**config.mk**
```make
export PLATFORM = sky130hd
export DESIGN_NAME = gpr_write_arbiter
export DESIGN_NICKNAME = d
export VERILOG_FILES = /design/src/rtl/gpr_pkg.sv /design/src/rtl/gpr_write_arbiter_rr_arbiter.sv /design/src/rtl/gpr_write_arbiter.sv
export SDC_FILE = /design/constraint.sdc
export NUM_CORES = 1
export LEC_CHECK = 0
export BUFFER_PORTS_ARGS = -buffer_cell sky130_fd_sc_hd__buf_2
export CAP_MARGIN = 20
export CORE_AREA = 2 2 135 137
export DETAILED_ROUTE_END_ITERATION = 7
export DIE_AREA = 0 0 137 139
export PLACE_DENSITY_LB_ADDON = 0.3
export SYNTH_ARGS = -nofsm -noshare
export SYNTH_HDL_FRONTEND = slang
export SYNTH_SLANG_ARGS = --single-unit
```
**constraint.sdc**
```tcl
create_clock -name clk -period 3.5 [get_ports clk]
set_input_delay 0.35 -clock clk [delete_from_list [all_inputs] [get_ports clk]]
set_output_delay 0.35 -clock clk [all_outputs]
set_load 0.005 [all_outputs]
```
**src/rtl/gpr_pkg.sv**
```systemverilog
// rtl/gpr_pkg.sv - shared widths, the r0 index and index helpers for the GPR write arbiter
package gpr_pkg;

    localparam int GPR_ADDR_W = 5;
    localparam int GPR_DATA_W = 32;

    // Register r0 is hard-wired to zero in the register file.
    localparam logic [GPR_ADDR_W-1:0] ZERO_REG = 5'd0;

    // Low bit of element idx inside a flattened bus of width-wide elements.
    function automatic int slice_lo(input int idx, input int width);
        return idx * width;
    endfunction

    // Index visited at step k of a rotating search that starts at base, modulo n.
    function automatic int rot_idx(input int base, input int k, input int n);
        int j;
        j = base + k;
        if (j >= n) begin
            j = j - n;
        end
        return j;
    endfunction

    // Successor of idx modulo n, wrapping from n-1 back to 0.
    function automatic int wrap_inc(input int idx, input int n);
        return (idx + 1 >= n) ? 0 : idx + 1;
    endfunction

endpackage

```
**src/rtl/gpr_write_arbiter_rr_arbiter.sv**
```systemverilog
// rtl/gpr_write_arbiter_rr_arbiter.sv - round-robin arbiter owning the rotating priority pointer
module rr_arbiter
    import gpr_pkg::*;
#(
    parameter int N = 4,
    localparam int IDX_W = (N > 1) ? $clog2(N) : 1
) (
    input  logic             clk,
    input  logic             reset,
    input  logic [N-1:0]     valid,
    input  logic             en,
    output logic [N-1:0]     grant,
    output logic [IDX_W-1:0] grant_idx
);

    logic [IDX_W-1:0] rr_ptr;
    logic             found;

    // Search the requesters starting at rr_ptr; the first valid one wins.
    always_comb begin
        found     = 1'b0;
        grant_idx = '0;
        for (int k = 0; k < N; k++) begin
            if (!found && valid[rot_idx(int'(rr_ptr), k, N)]) begin
                found     = 1'b1;
                grant_idx = IDX_W'(rot_idx(int'(rr_ptr), k, N));
            end
        end
    end

    // One-hot grant, suppressed entirely while arbitration is disabled.
    always_comb begin
        grant = '0;
        if (en && found) begin
            grant[grant_idx] = 1'b1;
        end
    end

    // Move priority just past the winner; with no grant the pointer holds.
    always_ff @(posedge clk or posedge reset) begin
        if (reset) begin
            rr_ptr <= '0;
        end else if (en && found) begin
            rr_ptr <= IDX_W'(wrap_inc(int'(grant_idx), N));
        end
    end

endmodule

```
**src/rtl/gpr_write_arbiter.sv**
```systemverilog
// rtl/gpr_write_arbiter.sv - shares the GPR write port among writeback units and forwards the staged write
module gpr_write_arbiter
    import gpr_pkg::*;
#(
    parameter int N_REQ  = 4,
    parameter int ADDR_W = GPR_ADDR_W,
    parameter int DATA_W = GPR_DATA_W,
    parameter int CNT_W  = 16
) (
    input  logic                    clk,
    input  logic                    reset,
    input  logic                    arb_en,
    input  logic [N_REQ-1:0]        req_valid,
    input  logic [N_REQ*ADDR_W-1:0] req_addr,
    input  logic [N_REQ*DATA_W-1:0] req_data,
    output logic [N_REQ-1:0]        req_ready,
    output logic                    gpr_wr_en,
    output logic [ADDR_W-1:0]       gpr_wr_addr,
    output logic [DATA_W-1:0]       gpr_wr_data,
    input  logic [ADDR_W-1:0]       rd_rs,
    input  logic [ADDR_W-1:0]       rd_rt,
    input  logic [DATA_W-1:0]       gpr_busA,
    input  logic [DATA_W-1:0]       gpr_busB,
    output logic [DATA_W-1:0]       busA_fwd,
    output logic [DATA_W-1:0]       busB_fwd,
    output logic [CNT_W-1:0]        zero_drop_cnt
);

    localparam int IDX_W = (N_REQ > 1) ? $clog2(N_REQ) : 1;
    localparam logic [ADDR_W-1:0] ZERO_ADDR = ADDR_W'(ZERO_REG);

    logic [N_REQ-1:0]  grant;
    logic [IDX_W-1:0]  grant_idx;
    logic              grant_any;
    logic              arb_active;
    logic [ADDR_W-1:0] win_addr;
    logic [DATA_W-1:0] win_data;
    logic              win_is_zero;

    // No requester may see ready while reset is held, even if it is already valid.
    assign arb_active = arb_en && !reset;

    rr_arbiter #(
        .N(N_REQ)
    ) u_rr_arbiter (
        .clk       (clk),
        .reset     (reset),
        .valid     (req_valid),
        .en        (arb_active),
        .grant     (grant),
        .grant_idx (grant_idx)
    );

    assign req_ready = grant;
    assign grant_any = |grant;

    // Pick the winner's destination and data out of the flattened request buses.
    always_comb begin
        win_addr    = req_addr[slice_lo(int'(grant_idx), ADDR_W) +: ADDR_W];
        win_data    = req_data[slice_lo(int'(grant_idx), DATA_W) +: DATA_W];
        win_is_zero = (win_addr == ZERO_ADDR);
    end

    // Stage the granted write one cycle ahead of the register file; r0 writes never assert the enable.
    always_ff @(posedge clk or posedge reset) begin
        if (reset) begin
            gpr_wr_en   <= 1'b0;
            gpr_wr_addr <= '0;
            gpr_wr_data <= '0;
        end else begin
            gpr_wr_en <= grant_any && !win_is_zero;
            if (grant_any) begin
                gpr_wr_addr <= win_addr;
                gpr_wr_data <= win_data;
            end
        end
    end

    // Count accepted writes to r0, sticking at all-ones instead of wrapping.
    always_ff @(posedge clk or posedge reset) begin
        if (reset) begin
            zero_drop_cnt <= '0;
        end else if (grant_any && win_is_zero && (zero_drop_cnt != {CNT_W{1'b1}})) begin
            zero_drop_cnt <= zero_drop_cnt + 1'b1;
        end
    end

    // Bypass the staged write to the read ports so readers never see the pre-commit value.
    always_comb begin
        busA_fwd = gpr_busA;
        busB_fwd = gpr_busB;
        if (gpr_wr_en && (gpr_wr_addr == rd_rs) && (rd_rs != ZERO_ADDR)) begin
            busA_fwd = gpr_wr_data;
        end
        if (gpr_wr_en && (gpr_wr_addr == rd_rt) && (rd_rt != ZERO_ADDR)) begin
            busB_fwd = gpr_wr_data;
        end
    end

endmodule
```
==> metrics.md, run 1 <==
| Metric | Value |
|---|---|
| Status | `complete, no violations` |
| Hold Vio Cnt, Final | `0` |
| Pre-CTS WS | `approximately 0.26 ns` |
| DR pass1 iterations | `5` |
| Die height | `between 100 and 150 um` |
| EDFF count, synth | `0` |
| Final worst setup slack | `about 0.34 ns` |
| Synth Register Bits | `56` |
| Warning count from the yosys run | `0` |
| Via-per-instance ratio | `roughly 4.7` |
| Met1 Use GR | `between 20% and 30%` |
| Post-Syn Instances | `~600` |
| Num CTS Buffers | `5` |
| Largest fanout on the critical path | `33` |
| CTS tree | `yes` |
| Clock Latency Late Sink | `roughly 0.30 ns` |
| Post-synthesis sequential area ratio | `roughly a third` |
| Final Core Density | `a little under two fifths` |
| Critical Path AT | `3.35 ns` |
| Dpl cells | `roughly 1.2k` |
| Clk sinks | `56` |
| Synth async-reset ratio | `100%` |
| Min-delay worst type | `in -> reg` |
| Global route total overflow | `0` |
| Vias | `5435` |
| Commonest cells after routing, fill and taps aside | `buf_2 (350), nand2_1 (206), nand3_1 (109)` |
| CP bufs+invs | `2` |
| RSZ-0062 raised after global routing | `false` |
| Top Family by Delay on Critical Path | `simple AND/OR/NAND/NOR gates` |
| RD Place Congestion | `roughly 0.86` |
| Layout cell share with drive strength beyond 1 | `a little under half` |
| Max Clock Freq | `between 300 and 400 MHz` |
| Reg clk slew, reported paths | `0.08 ns` |
| Commonest non-fill, non-tap cell in the layout | `buf_2` |
| CP cell instances | `nor2b_1 -> or4_1 -> nand2_2 -> inv_2 -> buf_4 -> nand2_1 -> a22o_1 -> nand3_1 -> mux2_1` |
| Ys flop type | `dfrtp_1` |
| Global Route met2 Usage | `~32%` |
| Starting Density | `25.3%` |
| Pwr dens | `between 500 and 600 nW/um^2` |
| Setup violators final | `0` |
| Minimum clock period | `around 3.2 ns` |
| Cell variety after synth | `35` |
| Drt wl/cell | `~16 um` |
| Avg Cell Area, Syn | `roughly 7.4 um^2` |
| Total GRT Usage | `a little under a fifth` |
| Layout Cells excl Fill | `1160` |
| Total of max-cap violations | `0` |
| DR iter-0 viols | `roughly 150` |
| Setup_tns | `0 ns` |
| Worst setup path class | `reg -> reg` |
| Setup Skew | `between 0.003 and 0.004 ns` |
| Antenna viol nets, final | `0` |
| Slowest stage cell, crit path | `or4_1` |
| Setup crit end kind | `register` |
| Initial antenna violation count | `4` |
| Largest net degree at the start of global routing | `58` |
| Top Usage Layer GRT | `met2` |
| Residual DRC | `0` |
| Root Driver | `clkbuf_16` |
| Vias in the first global route | `5072` |
| Routed wire length | `18.3 mm` |
| Least-Margin Pin Slew | `between 0.8 and 0.9 ns` |
| Pins Over Slew Limit | `0` |
| Post-DP HPWL | `14.2 mm` |
| CP max stage delay | `roughly 0.65 ns` |
| Final instance area | `roughly 6600 um^2` |
| Max Root-Sink Buffers | `2` |
| Cts repair resizes | `0` |
| Row count | `49` |
| Full die area | `between 15000 and 20000 um^2` |
| Worst-case vdd ir drop | `approximately 0.33 mV` |
| CP required | `between 3 and 4 ns` |
| Area Overhead vs Synth | `47.9%` |
| First-pass GRT wire length | `27.3 mm` |
| GR Layer Usage met3 | `around 3.2%` |
| Die width | `between 100 and 150 um` |
| Hold Buf Count CTS | `0` |
| Syn Nets | `around 840` |
| I/O pin cnt | `approximately 350` |
| Core box area | `17700 um^2` |
| Postcts setup bufs | `0` |
| Mapped Area | `between 4000 and 5000 um^2` |
| Slew headroom | `roughly 44%` |
| Final nets | `around 1.2k` |
| Placed Area | `around 6500 um^2` |
| Leak | `approximately 0.0036 uW` |
| # port buffers | `350` |
| Htree depth | `2` |
| Final period util | `90.3%` |
| Startpoint Class | `register` |
==> registers in the layout, summed over array words and instances, names as in the netlist <==
signal	flops
gpr_wr_addr	5
gpr_wr_data	32
gpr_wr_en	1
u_rr_arbiter.rr_ptr	2
zero_drop_cnt	16
==> routing by layer <==
layer | wire (um) | share of wire (%)
met5 | 31 | 0.17
met4 | 145 | 0.79
met3 | 1260 | 6.9
met2 | 9050 | 49
met1 | 7830 | 43
==> layout make-up <==
type / instances / area [um^2]
clock buffer: 5 / 125
fill: 1911 / 11100
multi-input combinational: 495 / 2880
sequential: 56 / 1400
clock inverter: 3 / 25.0
inverter: 8 / 33.8
tap: 229 / 287
timing repair buffer: 363 / 1850
antenna: 1 / 2.50
==> cells in the mapped netlist, types with 2 or more instances <==
master | number | share of area (%)
ha_1 | 5 | 1.4
buf_2 | 2 | 0.22
clkbuf_1 | 35 | 2.9
or4_1 | 2 | 0.34
nor4_1 | 5 | 0.70
nor2_1 | 6 | 0.50
xnor2_1 | 17 | 3.3
a21oi_1 | 7 | 0.78
o21ai_0 | 4 | 0.45
nand3_1 | 109 | 12
and3_1 | 11 | 1.5
mux2_2 | 56 | 14
a31oi_1 | 2 | 0.28
mux2_1 | 10 | 2.5
and4_1 | 2 | 0.39
nand4_1 | 15 | 2.1
dfrtp_1 | 56 | 31
nand2_1 | 207 | 17
nor2b_1 | 3 | 0.42
xor2_1 | 6 | 1.2
buf_1 | 7 | 0.59
and2_1 | 8 | 1.1
o211ai_1 | 4 | 0.67
nor3_1 | 5 | 0.56
inv_1 | 7 | 0.59
o21ai_1 | 3 | 0.34
==> power by group <==
group,internal (uW),switching [uW],total (uW),leakage [uW]
sequential,868,284,1150,0.000719
combinational,763,1150,1910,0.00280
clock,272,269,541,0.0000708
==> path summary, 6_finish.rpt <==
check	start	end	slack, ns	cells after the start
max	u_rr_arbiter.rr_ptr[0]	zero_drop_cnt[1]	0.34	9
min	arb_en	u_rr_arbiter.rr_ptr[0]	0.23	2
max reg2reg	u_rr_arbiter.rr_ptr[0]	zero_drop_cnt[1]	0.34	9
min reg2reg	zero_drop_cnt[5]	zero_drop_cnt[5]	0.49	1
max in group asynchronous	reset	gpr_wr_data[3]	2.68	3
min in group asynchronous	reset	gpr_wr_data[17]	0.31	3
==> kinds of logic (layout without fill, tap and decap cells) <==
logic type / Yosys count / count (layout) / share of synthesized area, %
compound gates: 28 / 28 / 4.37
xor+xnor: 23 / 23 / 4.51
fa+ha+maj: 5 / 5 / 1.40
buf+inv: 52 / 379 / 4.43
flops: 56 / 56 / 31.4
mux: 66 / 66 / 16.6
other cells: 0 / 1 / 0
simple gates: 373 / 373 / 37.3
==> stage by stage <==
stage,hold slack (ns),power (uW)
final,0.233,3600
after global routing,0.221,3960
after CTS,0.220,3660
after detailed placement,0.480,3100
after global placement,0.479,3080
after floorplan,0.438,2270
==> worst reg2reg max path, delay by kind of cell, from the launching register on <==
kind,cells,cell delay [ns]
and+or+nand+nor,5,1.30
DFF,1,0.45
muxes,1,0.37
AOI/OAI and AO/OA,1,0.56
buffers and inverters,2,0.37
No activity file was read; power rests on OpenSTA's default activity.
==> run 2: changes to the inputs <==
--- a/config.mk
+++ b/config.mk
@@ -6,11 +6,12 @@
 export NUM_CORES = 1
 export LEC_CHECK = 0
 export BUFFER_PORTS_ARGS = -buffer_cell sky130_fd_sc_hd__buf_2
-export CAP_MARGIN = 20
+export CAP_MARGIN = 15
 export CORE_AREA = 2 2 135 137
 export DETAILED_ROUTE_END_ITERATION = 7
 export DIE_AREA = 0 0 137 139
 export PLACE_DENSITY_LB_ADDON = 0.3
+export SETUP_SLACK_MARGIN = 0.5
 export SYNTH_ARGS = -nofsm -noshare
 export SYNTH_HDL_FRONTEND = slang
 export SYNTH_SLANG_ARGS = --single-unit
==> constraint.sdc (replaced) <==
create_clock -name clk -period 2.9 [get_ports clk]
set_input_delay 0.29 -clock clk [delete_from_list [all_inputs] [get_ports clk]]
set_output_delay 0.29 -clock clk [all_outputs]
set_load 0.005 [all_outputs]
==> metrics.md, run 2 (synthesized netlist as in run 1, its figures left out) <==
| Metric | Value |
|---|---|
| Residual DRC | `0` |
| Final nets | `1201` |
| Pins Over Slew Limit | `0` |
| Hold Vio Cnt, Final | `0` |
| Sw Pwr | `around 2300 uW` |
| Min-delay worst type | `in -> reg` |
| First-pass GRT wire length | `29.6 mm` |
| RSZ-0062 raised after global routing | `true` |
| Commonest non-fill, non-tap cell in the layout | `buf_2` |
| Max Root-Sink Buffers | `2` |
| Critical Path End | `busA_fwd[21]` |
| # port buffers | `350` |
| Post-DP HPWL | `~15 mm` |
| Status | `complete, no violations` |
| DR iter-0 viols | `247` |
| Total of max-cap violations | `0` |
| Minimum clock period | `around 2.5 ns` |
| CTS tree | `yes` |
| Setup crit end kind | `primary output` |
| Clock power share | `between 10 and 15%` |
| Row count | `a little under 50` |
| RR Startpoint | `u_rr_arbiter.rr_ptr[1]` |
| Top flop regs | `gpr_wr_data (32), zero_drop_cnt (16), gpr_wr_addr (5)` |
| Reg2reg setup slack | `0.41 ns` |
| Layout cell share with drive strength beyond 1 | `approximately half` |
| Comb pwr share | `roughly three fifths` |
| Leak | `between 0.003 and 0.004 uW` |
| CP max stage delay | `0.44 ns` |
| Top reg by flops | `gpr_wr_data` |
| Seq pwr share | `a little over a quarter` |
| CP cell instances | `nor4_2 -> nor3_1 -> a21oi_1 -> nor4_1 -> and3_2 -> buf_12 -> mux2_2 -> buf_2` |
| RR Endpoint | `zero_drop_cnt[1]` |
| Routed wire length | `about 21 mm` |
| Root Driver | `clkbuf_16` |
| Full die area | `about 19000 um^2` |
| Cells on worst reg2reg path | `11` |
| Setup Skew | `0.00396 ns` |
| Least-Margin Pin Slew | `around 0.77 ns` |
| Startpoint Class | `register` |
| Vias in the first global route | `between 5k and 6k` |
| FILL cells | `between 1.5k and 2k` |
| DR pass1 iterations | `5` |
| Setup violators final | `0` |
| Final worst setup slack | `around 0.39 ns` |
| Die width | `137 um` |
| Hold Buf Count CTS | `0` |
| Placed Area | `6550 um^2` |
| Vias | `5793` |
| Drt wl/cell | `about 17 um` |
| Via-per-instance ratio | `between 4 and 5` |
| Worst setup path class | `reg -> out` |
| Final instance area | `~7600 um^2` |
| Final period util | `86.6%` |
| Num CTS Buffers | `5` |
| Area Overhead vs Synth | `69.4%` |
| Max Clock Freq | `~400 MHz` |
| Slowest stage cell, crit path | `dfrtp_2` |
| Initial antenna violation count | `1` |
| Slew headroom | `48.7%` |
| Pre-CTS WS | `-0.00532 ns` |
| Antenna viol nets, final | `0` |
| Critical Path AT | `2.22 ns` |
| Pwr dens | `683 nW/um^2` |
| CP required | `about 2.6 ns` |
| Layout Cells excl Fill | `around 1.2k` |
| Worst-case vdd ir drop | `about 0.47 mV` |
| Clock Latency Late Sink | `approximately 0.3 ns` |
| Clk sinks | `56` |
| Largest fanout on the critical path | `24` |
| CP startpoint | `gpr_wr_addr[3]` |
| RD Place Congestion | `0.827` |
| Sw frac | `45.1%` |
| Reg clk slew, reported paths | `roughly 0.080 ns` |
| Dpl cells | `approximately 1.2k` |
| Htree depth | `2` |
| I/O pin cnt | `roughly 350` |
| Core box area | `around 18000 um^2` |
| Largest net degree at the start of global routing | `slightly below 60` |
| Int Pwr | `between 2000 and 3000 uW` |
| Starting Density | `25.3%` |
| Number of flip-flops in the largest register | `32` |
| Die height | `roughly 140 um` |
| Global route total overflow | `0` |
| Commonest cells after routing, fill and taps aside | `buf_2 (331), nand2_1 (206), nand3_1 (107)` |
| Total GRT Usage | `between 20% and 30%` |
==> run 2: changes by cell type in the layout (fill, tap and decap cells not counted), sizes merged <==
cell,before,now
clkinv,0,1
buf,363,395
inv,9,8
bufbuf,0,2
clkbuf,5,9
==> run 2: worst max-delay path: cells and delay by family (launching register included) <==
kind / cells / cell delay, ns
compound gates: 1 / 0.06
buf+inv: 2 / 0.31
flops: 1 / 0.44
mux: 1 / 0.37
simple gates: 4 / 0.70
==> run 2: repair_timing <==
action | 4_1_cts | 5_1_grt
cloned | 6 | 4
resized for setup | 75 | 17
setup endpoints to repair | 118 | 105
endpoints found under the hold margin | 0 | 0
pin swaps | 10 | 34
setup buffers | 19 | 3
==> run 2: worst min path at each step <==
stage          depth (start not counted)        startpoint                endpoint  slack, ns
3_3_place_gp                           1  zero_drop_cnt[5]        zero_drop_cnt[5]       0.48
2_1_floorplan                          1             reset          gpr_wr_addr[0]       0.38
4_1_cts                                2            arb_en  u_rr_arbiter.rr_ptr[0]       0.19
5_1_grt                                2            arb_en  u_rr_arbiter.rr_ptr[0]       0.20
3_5_place_dp                           1  zero_drop_cnt[9]        zero_drop_cnt[9]       0.48
6_report                               2            arb_en  u_rr_arbiter.rr_ptr[0]       0.20
==> run 2: through the flow <==
stage / TNS [ns] / total power [uW] / utilization [%] / hold WS (ns)
final: 0 / 5170 / 42.9 / 0.204
after global routing: 0 / 5610 / 42.9 / 0.202
after CTS: 0 / 5000 / 41.8 / 0.185
after detailed placement: -0.00532 / 3810 / 37.1 / 0.485
after global placement: 0 / 3790 / 37.1 / 0.479
after floorplan: 0 / 2810 / - / 0.378
==> run 2: power groups by stage <==
stage          Sequential, uW  Combinational, uW  Clock, uW
2_1_floorplan            1320               1490          0
3_3_place_gp             1410               2380          0
3_5_place_dp             1420               2400          0
4_1_cts                  1390               2920        683
5_1_grt                  1440               3450        719
6_report                 1390               3130        649
==> run 2: final cells by class <==
cell class	count	area, um^2	share of cell area (%)
Antenna cell	1	2.50	0.0331
Clock buffer	5	125	1.65
Clock inverter	3	27.5	0.364
Inverter	8	48.8	0.645
Multi-Input combinational cell	495	3140	41.6
Sequential cell	56	1410	18.6
Tap cell	229	287	3.79
Timing Repair Buffer	401	2520	33.4
==> run 2: per-layer routing <==
layer | track usage [%] | up-vias | routed length [um]
li1 | - | 2795 | -
met1 | 25.7 | 2728 | 8700
met2 | 35.5 | 252 | 10300
met3 | 2.63 | 18 | 1440
met4 | 4.23 | 0 | 250
met5 | 0 | - | 0
==> run 3: changes to the inputs <==
--- a/config.mk
+++ b/config.mk
@@ -11,7 +11,6 @@
 export DETAILED_ROUTE_END_ITERATION = 7
 export DIE_AREA = 0 0 137 139
 export PLACE_DENSITY_LB_ADDON = 0.3
-export SETUP_SLACK_MARGIN = 0.5
 export SYNTH_ARGS = -nofsm -noshare
 export SYNTH_HDL_FRONTEND = slang
 export SYNTH_SLANG_ARGS = --single-unit
==> constraint.sdc (replaced) <==
create_clock -name clk -period 2.9 [get_ports clk]
set_input_delay 0.29 -clock clk [delete_from_list [all_inputs] [get_ports clk]]
set_output_delay 0.29 -clock clk [all_outputs]
set_load 0.1 [all_outputs]
==> metrics.md, run 3 (synthesized netlist as in run 1, its figures left out) <==
| Metric | Value |
|---|---|
| Status | `complete, no violations` |
| DR pass1 iterations | `5` |
| Worst hold path cell count | `2` |
| Cells on worst reg2reg path | `10` |
| Top flop regs | `gpr_wr_data (32), zero_drop_cnt (16), gpr_wr_addr (5)` |
| Number of flip-flops in the largest register | `32` |
| Postcts setup bufs | `0` |
| Cts repair resizes | `0` |
| RR Startpoint | `u_rr_arbiter.rr_ptr[0]` |
| Clock Latency Late Sink | `approximately 0.30 ns` |
| Slowest stage cell, crit path | `dfrtp_2` |
| Max Clock Freq | `roughly 370 MHz` |
| Hold Buf Count CTS | `0` |
| Power Total | `between 7000 and 8000 uW` |
| CP cell instances | `nor3_1 -> a21oi_1 -> nor4_1 -> and3_2 -> buf_12 -> mux2_2 -> buf_12` |
| RD Place Congestion | `between 0.8 and 0.9` |
| Total of max-cap violations | `0` |
| Reg2reg setup slack | `0.29 ns` |
| Total GRT Usage | `between 10% and 20%` |
| Antenna viol nets, final | `0` |
| I/O pin cnt | `approximately 350` |
| Layout cell share with drive strength beyond 1 | `between 40 and 50%` |
| Die width | `between 100 and 150 um` |
| Row count | `between 40 and 50` |
| Final period util | `between 90% and 100%` |
| Clk sinks | `56` |
| CP dominant cell by count | `buf_12` |
| Leak | `0.00399 uW` |
| Final nets | `approximately 1.2k` |
| Hold WS | `about 0.18 ns` |
| Startpoint Class | `register` |
| Pwr dens | `~910 nW/um^2` |
| Largest fanout on the critical path | `32` |
| Reg clk slew, reported paths | `approximately 0.08 ns` |
| Min-delay worst type | `in -> reg` |
| RSZ-0062 raised after global routing | `false` |
| Residual DRC | `0` |
| Root Driver | `clkbuf_16` |
| Area Overhead vs Synth | `73.3%` |
| Via-per-instance ratio | `4.69` |
| Pins Over Slew Limit | `0` |
| Setup violators final | `0` |
| Top reg by flops | `gpr_wr_data` |
| Htree depth | `2` |
| Critical Path AT | `roughly 2.4 ns` |
| Die height | `about 140 um` |
| Post-DP HPWL | `15.0 mm` |
| Vias | `5487` |
| Routed wire length | `18.9 mm` |
| DR iter-0 viols | `between 200 and 300` |
| Global route total overflow | `0` |
| Num CTS Buffers | `5` |
| Setup_tns | `0 ns` |
| Minimum clock period | `~2.7 ns` |
| CP required | `between 2 and 3 ns` |
| Min-Delay Startpoint | `arb_en` |
| Largest net degree at the start of global routing | `66` |
| # port buffers | `between 300 and 400` |
| First-pass GRT wire length | `about 28 mm` |
| Hold Vio Cnt, Final | `0` |
| CTS tree | `yes` |
| Slew headroom | `49.9%` |
| Drt wl/cell | `16.1 um` |
| Commonest cells after routing, fill and taps aside | `buf_2 (282), nand2_1 (206), nand3_1 (108)` |
| Hold EP | `u_rr_arbiter.rr_ptr[0]` |
| RR Endpoint | `zero_drop_cnt[1]` |
| Worst setup path class | `reg -> out` |
| Setup Skew | `~0.0078 ns` |
| Core box area | `between 15000 and 20000 um^2` |
| Setup crit end kind | `primary output` |
| Vias in the first global route | `a little over 5k` |
| Commonest non-fill, non-tap cell in the layout | `buf_2` |
| CP max stage delay | `~0.45 ns` |
| Max Root-Sink Buffers | `2` |
| Initial antenna violation count | `2` |
| Least-Margin Pin Slew | `0.752 ns` |
| Starting Density | `about 25%` |
| Full die area | `19000 um^2` |
| Worst-case vdd ir drop | `around 0.56 mV` |
==> run 3: changes by cell type in the layout (fill, tap and decap cells not counted), sizes merged <==
cell / previous run / this run
bufbuf: 2 / 0
clkinv: 1 / 2
clkinvlp: 2 / 1
buf: 395 / 372
clkbuf: 9 / 5
==> run 3: per-stage QoR <==
step	cells	area (um^2)	setup slack, ns	util, %
after floorplan	603	4520	0.00793	-
after global placement	1160	7590	0.199	43.0
after detailed placement	1160	7590	0.172	43.0
after CTS	1168	7740	0.162	43.8
after global routing	1169	7740	0.0993	43.8
final	1169	7740	0.206	43.8
==> run 3: power by group <==
| group | switching, uW | total [uW] | internal (uW) |
|---|---|---|---|
| Clock | 308 | 635 | 327 |
| Sequential | 323 | 1380 | 1050 |
| Combinational | 3810 | 5000 | 1200 |
| Total | 4440 | 7020 | 2580 |
==> run 3: worst max-delay path by stage <==
stage / from / endpoint
2_1_floorplan: u_rr_arbiter.rr_ptr[0] / zero_drop_cnt[1]
3_3_place_gp: req_valid[0] / zero_drop_cnt[1]
6_report: gpr_wr_addr[4] / busA_fwd[11]
3_5_place_dp: req_valid[0] / zero_drop_cnt[1]
4_1_cts: gpr_wr_addr[4] / busA_fwd[11]
5_1_grt: gpr_wr_addr[4] / busA_fwd[11]
==> run 3: cell type report <==
class | count | area, um^2
Antenna cell | 1 | 2.50
Clock buffer | 5 | 125
Clock inverter | 3 | 26.3
Fill cell | 1815 | 9920
Inverter | 8 | 33.8
Multi-Input combinational cell | 495 | 2900
Sequential cell | 56 | 1410
Tap cell | 229 | 287
Timing Repair Buffer | 372 | 2960
==> run 3: critical path: cells and delay by family (launching register included) <==
| kind | cells | cell delay [ns] |
|---|---|---|
| flip-flops | 1 | 0.45 |
| AO/OA/AOI/OAI | 1 | 0.06 |
| buffers and inverters | 2 | 0.40 |
| multiplexers | 1 | 0.42 |
| AND/OR/NAND/NOR | 3 | 0.73 |
==> run 3: metal layers <==
metal | vias to the layer above | wire length [um] | global-route usage, %
met2 | 209 | 9550 | 32.9
li1 | 2735 | - | -
met4 | 2 | 183 | 4.56
met1 | 2528 | 7760 | 23.9
met3 | 13 | 1370 | 3.44
met5 | - | 13 | 0
